===== config.mk =====
export PLATFORM = sky130hd
export DESIGN_NAME = instr_mem_loader
export DESIGN_NICKNAME = d
export VERILOG_FILES = /design/src/rtl/instr_mem_loader.sv
export SDC_FILE = /design/constraint.sdc
export NUM_CORES = 2
export LEC_CHECK = 0
export CORE_UTILIZATION = 30
export DETAILED_ROUTE_END_ITERATION = 16
export RECOVER_POWER = 50
export SYNTH_ARGS = -nofsm -noshare
export SYNTH_HDL_FRONTEND = slang
export SYNTH_SLANG_ARGS = --single-unit

===== constraint.sdc =====
create_clock -name clk -period 5.04 [get_ports clk]
set_clock_uncertainty 0.15 [all_clocks]
set_input_delay 1.008 -clock clk [delete_from_list [all_inputs] [get_ports clk]]
set_output_delay 1.008 -clock clk [all_outputs]
set_load 0.05 [all_outputs]

===== src/rtl/instr_mem_loader.sv =====
// instr_mem_loader: word-organised instruction memory for the single-cycle
// RISC-V core. After reset it sweeps FILL_WORD into every word. It then
// accepts a program through a sequential load port and finally serves
// registered, byte-addressed fetches with alignment and range fault detection.
module instr_mem_loader #(
  parameter int                DATA_W    = 32,
  parameter int                DEPTH     = 64,
  parameter int                ADDR_W    = 32,
  parameter logic [DATA_W-1:0] FILL_WORD = 'h0000_0013
) (
  input  logic                       clk,
  input  logic                       reset,
  input  logic                       ld_valid,
  output logic                       ld_ready,
  input  logic [DATA_W-1:0]          ld_data,
  input  logic                       ld_last,
  output logic [$clog2(DEPTH+1)-1:0] ld_count,
  input  logic                       reload,
  input  logic                       fetch_req,
  output logic                       fetch_ready,
  input  logic [ADDR_W-1:0]          fetch_addr,
  output logic                       fetch_valid,
  output logic [DATA_W-1:0]          fetch_instr,
  output logic                       fetch_fault,
  output logic                       busy,
  output logic                       loaded
);

  localparam int AW  = $clog2(DEPTH);
  localparam int CW  = $clog2(DEPTH + 1);
  localparam int WIW = ADDR_W - 2;

  localparam logic [AW-1:0]  LAST_IDX    = AW'(DEPTH - 1);
  localparam logic [WIW-1:0] DEPTH_WORDS = WIW'(DEPTH);

  typedef enum logic [1:0] {
    ST_CLEAR,
    ST_LOAD,
    ST_RUN
  } state_e;

  state_e state_q;

  logic [AW-1:0]     clr_ptr_q;
  logic [AW-1:0]     ld_ptr_q;
  logic [CW-1:0]     ld_count_q;
  logic              ld_ready_q;
  logic              fetch_ready_q;
  logic              fetch_valid_q;
  logic [DATA_W-1:0] fetch_instr_q;
  logic              fetch_fault_q;
  logic              busy_q;
  logic              loaded_q;

  logic [DATA_W-1:0] mem [DEPTH];

  logic              mem_we;
  logic [AW-1:0]     mem_waddr;
  logic [DATA_W-1:0] mem_wdata;

  logic              ld_accept;
  logic              fetch_accept;
  logic [WIW-1:0]    fetch_word_idx;
  logic              fetch_fault_d;
  logic [DATA_W-1:0] fetch_instr_d;

  assign ld_accept      = ld_valid && ld_ready_q;
  assign fetch_accept   = fetch_req && fetch_ready_q;
  assign fetch_word_idx = fetch_addr[ADDR_W-1:2];

  // Fetch response: fill word plus fault flag for misaligned or out-of-range addresses.
  always_comb begin
    fetch_fault_d = (fetch_addr[1:0] != 2'b00) || (fetch_word_idx >= DEPTH_WORDS);
    fetch_instr_d = FILL_WORD;
    if (!fetch_fault_d) begin
      fetch_instr_d = mem[fetch_word_idx[AW-1:0]];
    end
  end

  // Array write port: the clear sweep writes fill words, the load port writes program
  // words, and nothing is written while reset is held.
  always_comb begin
    mem_we    = 1'b0;
    mem_waddr = clr_ptr_q;
    mem_wdata = FILL_WORD;
    if (reset) begin
      if (state_q == ST_CLEAR) begin
        mem_we = 1'b1;
      end else if ((state_q == ST_LOAD) && ld_accept) begin
        mem_we    = 1'b1;
        mem_waddr = ld_ptr_q;
        mem_wdata = ld_data;
      end
    end
  end

  // Storage array. It has no reset, so its contents survive a reset.
  always_ff @(posedge clk) begin
    if (mem_we) begin
      mem[mem_waddr] <= mem_wdata;
    end
  end

  // Control FSM with registered status outputs and the fetch response pipeline stage.
  always_ff @(posedge clk or negedge reset) begin
    if (!reset) begin
      state_q       <= ST_CLEAR;
      clr_ptr_q     <= '0;
      ld_ptr_q      <= '0;
      ld_count_q    <= '0;
      ld_ready_q    <= 1'b0;
      fetch_ready_q <= 1'b0;
      fetch_valid_q <= 1'b0;
      fetch_instr_q <= '0;
      fetch_fault_q <= 1'b0;
      busy_q        <= 1'b1;
      loaded_q      <= 1'b0;
    end else begin
      fetch_valid_q <= fetch_accept;
      if (fetch_accept) begin
        fetch_instr_q <= fetch_instr_d;
        fetch_fault_q <= fetch_fault_d;
      end

      case (state_q)
        ST_CLEAR: begin
          clr_ptr_q <= clr_ptr_q + AW'(1);
          if (clr_ptr_q == LAST_IDX) begin
            state_q    <= ST_LOAD;
            clr_ptr_q  <= '0;
            ld_ptr_q   <= '0;
            ld_count_q <= '0;
            ld_ready_q <= 1'b1;
            busy_q     <= 1'b0;
          end
        end

        ST_LOAD: begin
          if (ld_accept) begin
            ld_ptr_q   <= ld_ptr_q + AW'(1);
            ld_count_q <= ld_count_q + CW'(1);
            if (ld_last || (ld_ptr_q == LAST_IDX)) begin
              state_q       <= ST_RUN;
              ld_ready_q    <= 1'b0;
              fetch_ready_q <= 1'b1;
              loaded_q      <= 1'b1;
            end
          end
        end

        ST_RUN: begin
          if (reload) begin
            state_q       <= ST_CLEAR;
            clr_ptr_q     <= '0;
            ld_count_q    <= '0;
            loaded_q      <= 1'b0;
            fetch_ready_q <= 1'b0;
            busy_q        <= 1'b1;
          end
        end

        default: begin
          state_q <= ST_CLEAR;
        end
      endcase
    end
  end

  assign ld_ready    = ld_ready_q;
  assign ld_count    = ld_count_q;
  assign fetch_ready = fetch_ready_q;
  assign fetch_valid = fetch_valid_q;
  assign fetch_instr = fetch_instr_q;
  assign fetch_fault = fetch_fault_q;
  assign busy        = busy_q;
  assign loaded      = loaded_q;

endmodule


; Yosys cells after proc, flatten, opt, wreduce, memory -nomap -nowiden
; Memory sizes are Yosys's and may differ from the RTL's.
; Index checks and enable logic that the tools add are counted.
[word_totals]
ff_bits = 58
wordCells = 79
input_bits = 70
n_memories = 1
ram_bits = 2048
[memory_table]
columns = name, depth, width, rd, rd_clocked_by_memory_dff, wr, line_no
row1 = mem, 64, 32, 1, 0, 1, 55  ; logic [DATA_W-1:0] mem [DEPTH];
[op_classes]
n_reduce_logical = 18
magnitude_cmp = 1
eq_ne = 8
mux = 38
add_sub_neg = 3
[ops]
columns = operator, n
row1 = $mux W32, 4
row2 = $mux W6, 7
row3 = $ge A30 B7 Y1 const B, 1
row4 = $pmux W6 S2, 2
row5 = $mux W7, 3
row6 = $pmux W7 S3, 1
row7 = $reduce_and A4 Y1, 4
row8 = $mux W1, 13
row9 = $add A6 B1 Y6 const B, 2
row10 = $eq A6 B6 Y1 const B, 2
row11 = $mux W2, 4
row12 = $reduce_bool A2 Y1, 4
row13 = $add A7 B1 Y7 const B, 1
row14 = $pmux W1 S2, 3
row15 = $pmux W2 S3, 1
row16 = $reduce_and A3 Y1, 2
row17 = $ne A2 B1 Y1 const B, 2
row18 = $ne A2 B2 Y1 const B, 2
row19 = $logic_and A1 B1 Y1, 3
row20 = $reduce_bool A3 Y1, 1
row21 = $eq A2 B1 Y1 const B, 1
row22 = $eq A2 B2 Y1 const B, 1
row23 = $logic_not A2 Y1, 1
row24 = $logic_or A1 B1 Y1, 2
row25 = $reduce_and A2 Y1, 1

; Logic depth before layout (Yosys ltp)
[depth]
ltp_word = 7
mapped_depth = 9

; Worst setup path after synthesis
; Ideal clock, no wire load.
[synth_path]
path_type = in2reg
start = in reset
end = mem mem[32][0] (enable)
arrival_ns = 3.448
setup_time_ns = 0.421
slack_ns = 1.021
stages = 6
cell_sequence = nand2b_1 > or2_2 > clkbuf_1 > o32ai_1 > nand2_1 > nor2_1
[synth_between]
elab_chain_len = 3
elab_cells_between_ends = 4
cone_classes = mux (4)
[synth_rtl]
columns = item, line_no
row1 = start: declaration, 12  ; input logic reset,
row2 = $mux W1, 86  ; if (reset) begin
row3 = $mux W1, 99  ; if (mem_we) begin
row4 = $mux W1 (implied by the code), 100  ; mem[mem_waddr] <= mem_wdata;
row5 = end: declaration, 55
; Parallel ways exist; a longest one is shown, timed or not.

; Final worst setup path
[layout_path]
start = reg state_q[0]
end = mem mem[2][8] (enable)
[layout_between]
elab_chain_len = 7
elab_cells_between_ends = 11
cone_classes = eq/ne (1) / mux (8) / reduce/logical (2)
[layout_rtl]
columns = item, line_no
row1 = start: declaration, 42  ; state_e state_q;
row2 = start signal: assignment, 107  ; state_q <= ST_CLEAR;
row3 = start signal: assignment, 129  ; state_q <= ST_LOAD;
row4 = start signal: assignment, 143  ; state_q <= ST_RUN;
row5 = $eq A2 B1 Y1, 89  ; end else if ((state_q == ST_LOAD) && ld_accept) begin
row6 = $logic_and A1 B1 Y1, 89
row7 = $mux W1, 89
row8 = $mux W1, 87  ; if (state_q == ST_CLEAR) begin
row9 = $mux W1, 86
row10 = $mux W1, 99
row11 = $mux W1 (implied by the code), 100
; Parallel ways exist; a longest one is shown, timed or not.

==> impl_metrics.toml <==
[global_route]
grt.overflow.total = 0
grt_pass1_vias = 39260
grtUsageTotal_pct = 15.20
grt_start_max_net_pins = 65
grt_pass1_wl_um = 297400
grt_antenna_before_repair = 9

[critical_path]
worstPathMaxFanout = 14
crit_cells = 7
cpPeakStageDelay_ns = 0.79
critPathLaunchType = "flop"
cp.required_ns = 5.34
r2r_cells = 7
path_delay_family = "buffers and inverters"
path_buf_inv = 2
slowest_stage = "clkbuf_1"
crit_chain = "nand3_1 > or2_0 > o32ai_1 > nand2_1 > clkbuf_1 > nor2_4 > clkbuf_1"
cp_common_cell = "clkbuf_1"
end_kind = "flop"
crit_type = "reg2reg"
critPathArrivalTime_ns = 4.57

[finish]
finalInstanceArea_um2 = 95280
final_nets = 3978
drive_above_1_share_pct = 28.52
syn_to_final_growth_pct = 18.05
final_util_pct = 35.60

[route]
drc_errors = 0
ant_nets = 0
wl_um = 206900
drt_pass1_iterations = 6
avgRoutedWirePerCell_um = 27.06
drt-initial-drc-count = 4644
routed_via_density = 5.109
vias = 39060

[synth]
syn-cell-area_um2 = 80710
synth_cells = 3533
synth_cell_types = 48
syn-num-nets = 3606
synth_top_cell_area_share_pct = 76.20
yosys_warnings = 0
yosys_register_bits = 2106
synth_edf_count = 2048
synth-seq-area-share_pct = 77.99
post_synth_main_area_contributors = "edfxtp_1 (76%), mux4_2 (15%), dfrtp_1 (1.8%), mux2i_1 (1.5%), a22oi_1 (1.1%)"
synth.largest_area_cell = "edfxtp_1"
avgSynthCellArea_um2 = 22.85
synthArstFlopShare_pct = 2.754
ys.flop_type = "edfxtp_1"

[place]
port_buffers = 114
dpl.hpwl_um = 127400
placed_cell_area_um2 = 88630
gp_congestion = 0.7898

[power]
ir_worst_vdd_mv = 0.4682
pwr_density_cell_nw_per_um2 = 404.9
total_power_mw = 38.58
p_leak_nw = 28.90

[clocking]
cts-root-buf = "clkbuf_16"
clk_pin_slew_ns = 0.06
cts_tree = "built"
hold_buffers = 1
cts_resized = 0
clock_sinks = 2106
clock_latency_ns = 0.86
cts_buffer_depth = 3
cts_setup_buffers = 0
cts_inserted_buffers = 211
cts.htree.levels = 4

[flow_run]
maxCapViolCount = 2

[run_status]
status = "finished, violations left"
violations = "max-capacitance violations, max-slew violations"

[sta]
relSlewSlack_pct = -24.78
rsz0062_at_grt = "false"
slew_violations = 84
finalSetupTns_ns = 0
setup_violations = 0
fmax_ghz = 0.2340
tightestPinTransition_ns = 1.872
hold_violations = 0
finalCritPeriodShare_pct = 84.79
period_minus_slack_ns = 4.273

[worst_hold_path]
min_path_type = "reg2reg"
min_path_cells = 1

[floorplanning]
die_area_um2 = 271100
die_h_um = 520.7
coreArea_um2 = 267700
rows = 190
dieWidth_um = 520.7
initial_utilization_pct = 30.15
ios = 115
synth_stat cells (2+ instances only):
| master | count |
|---|---|
| nand2b_1 | 10 |
| xor2_1 | 4 |
| and2_1 | 31 |
| or2_2 | 4 |
| buf_6 | 3 |
| a21oi_1 | 7 |
| buf_2 | 63 |
| nand3_1 | 65 |
| inv_1 | 5 |
| a22oi_1 | 120 |
| o21ai_0 | 26 |
| mux4_2 | 542 |
| mux2_2 | 7 |
| nor2_1 | 91 |
| a32oi_1 | 29 |
| a2111oi_0 | 3 |
| nor4_1 | 9 |
| ha_1 | 3 |
| nor3_1 | 9 |
| a22o_1 | 4 |
| o32ai_1 | 2 |
| nand4_1 | 6 |
| edfxtp_1 | 2048 |
| a211oi_1 | 4 |
| buf_4 | 12 |
| nand2_1 | 54 |
| a21o_1 | 2 |
| nand3b_1 | 14 |
| nor2b_1 | 13 |
| o31ai_1 | 5 |
| a31oi_1 | 3 |
| a41o_1 | 2 |
| buf_1 | 21 |
| a211o_1 | 15 |
| dfrtp_1 | 57 |
| and3_1 | 4 |
| o22ai_1 | 3 |
| or3_1 | 4 |
| clkbuf_1 | 97 |
| mux2i_1 | 124 |
cells by family (layout without fill, tap and decap cells):
| logic type | after synthesis | after routing | share of synthesized area [%] |
|---|---|---|---|
| AOI/OAI and AO/OA | 229 | 229 | 2.113 |
| DFF | 2106 | 2106 | 77.99 |
| adders and majority gates | 3 | 3 | 0.04651 |
| other | 0 | 5 | 0 |
| and+or+nand+nor | 317 | 317 | 1.927 |
| xor gates and xnor gates | 4 | 4 | 0.04340 |
| buffers and inverters | 201 | 756 | 1.116 |
| muxes | 673 | 673 | 16.76 |
worst paths after layout:
| path | from | to | slack [ns] |
|---|---|---|---|
| worst max-delay path | state_q[0] | mem[2][8] | 0.77 |
| worst min-delay path | ld_count[6] | ld_count[6] | 0.36 |
| worst max register to register | state_q[0] | mem[2][8] | 0.77 |
| worst min register to register | ld_count[6] | ld_count[6] | 0.36 |
| max in group asynchronous | reset | fetch_instr[7] | 1.26 |
| min in group asynchronous | reset | state_q[0] | 1.16 |
state kept, by name (all words and copies together) (netlist names), 2 cells and up:
register	flops
ld_ptr_q	6
clr_ptr_q	6
state_q	2
ld_count	7
mem	2048
fetch_instr	32
routing by layer:
metal	part of all wire (%)	vias up	track usage, %
li1	-	15890	-
met1	43	21400	21.92
met2	48	1538	23.98
met3	7.6	225	2.972
met4	1.3	4	2.819
met5	0.013	-	0
per-stage QoR:
stage | hold WS (ns) | worst slack, ns | instances
2_1_floorplan | 0.3732 | 1.021 | 3533
3_3_place_gp | 0.3405 | 0.2156 | 7241
3_5_place_dp | 0.3430 | 0.2144 | 7241
4_1_cts | 0.3582 | 1.077 | 7638
5_1_grt | 0.3637 | 0.5370 | 7641
6_report | 0.3619 | 0.7667 | 7645
where the power goes:
group	leakage (nW)	internal (mW)	switching (mW)
combinational	7.03	1.10	2.06
sequential	18.6	19.8	0.232
clock	3.30	8.63	6.74
cells in the final DEF, fill, tap and decap left out, types with 9 or more instances in the layout:
| master | count |
|---|---|
| clkdlybuf4s50_1 | 85 |
| dlygate4sd3_1 | 24 |
| mux4_2 | 542 |
| a32oi_1 | 29 |
| a22oi_1 | 120 |
| mux2i_1 | 124 |
| a211o_1 | 15 |
| o21ai_0 | 26 |
| clkbuf_2 | 16 |
| nor4_1 | 9 |
| nand3b_1 | 14 |
| nand2b_1 | 10 |
| edfxtp_1 | 2048 |
| dfrtp_1 | 57 |
| nand3_1 | 65 |
| clkinv_1 | 53 |
| buf_4 | 139 |
| nor2_1 | 28 |
| nor2_4 | 63 |
| clkinv_2 | 34 |
| and2_2 | 25 |
| buf_12 | 65 |
| nor2b_1 | 9 |
| bufinv_16 | 14 |
| clkbuf_1 | 73 |
| clkbuf_16 | 212 |
| nand2_1 | 54 |
cell type report:
| class | count | area (um^2) |
|---|---|---|
| Tap cell | 3552 | 4444 |
| Clock buffer | 270 | 5603 |
| Inverter | 5 | 18.77 |
| Clock inverter | 126 | 1204 |
| Fill cell | 24550 | 172400 |
| Multi-Input combinational cell | 1226 | 17410 |
| Antenna cell | 5 | 12.51 |
| Sequential cell | 2106 | 62950 |
| Timing Repair Buffer | 355 | 3640 |
Note: power is estimated with default switching activity, not from simulation.
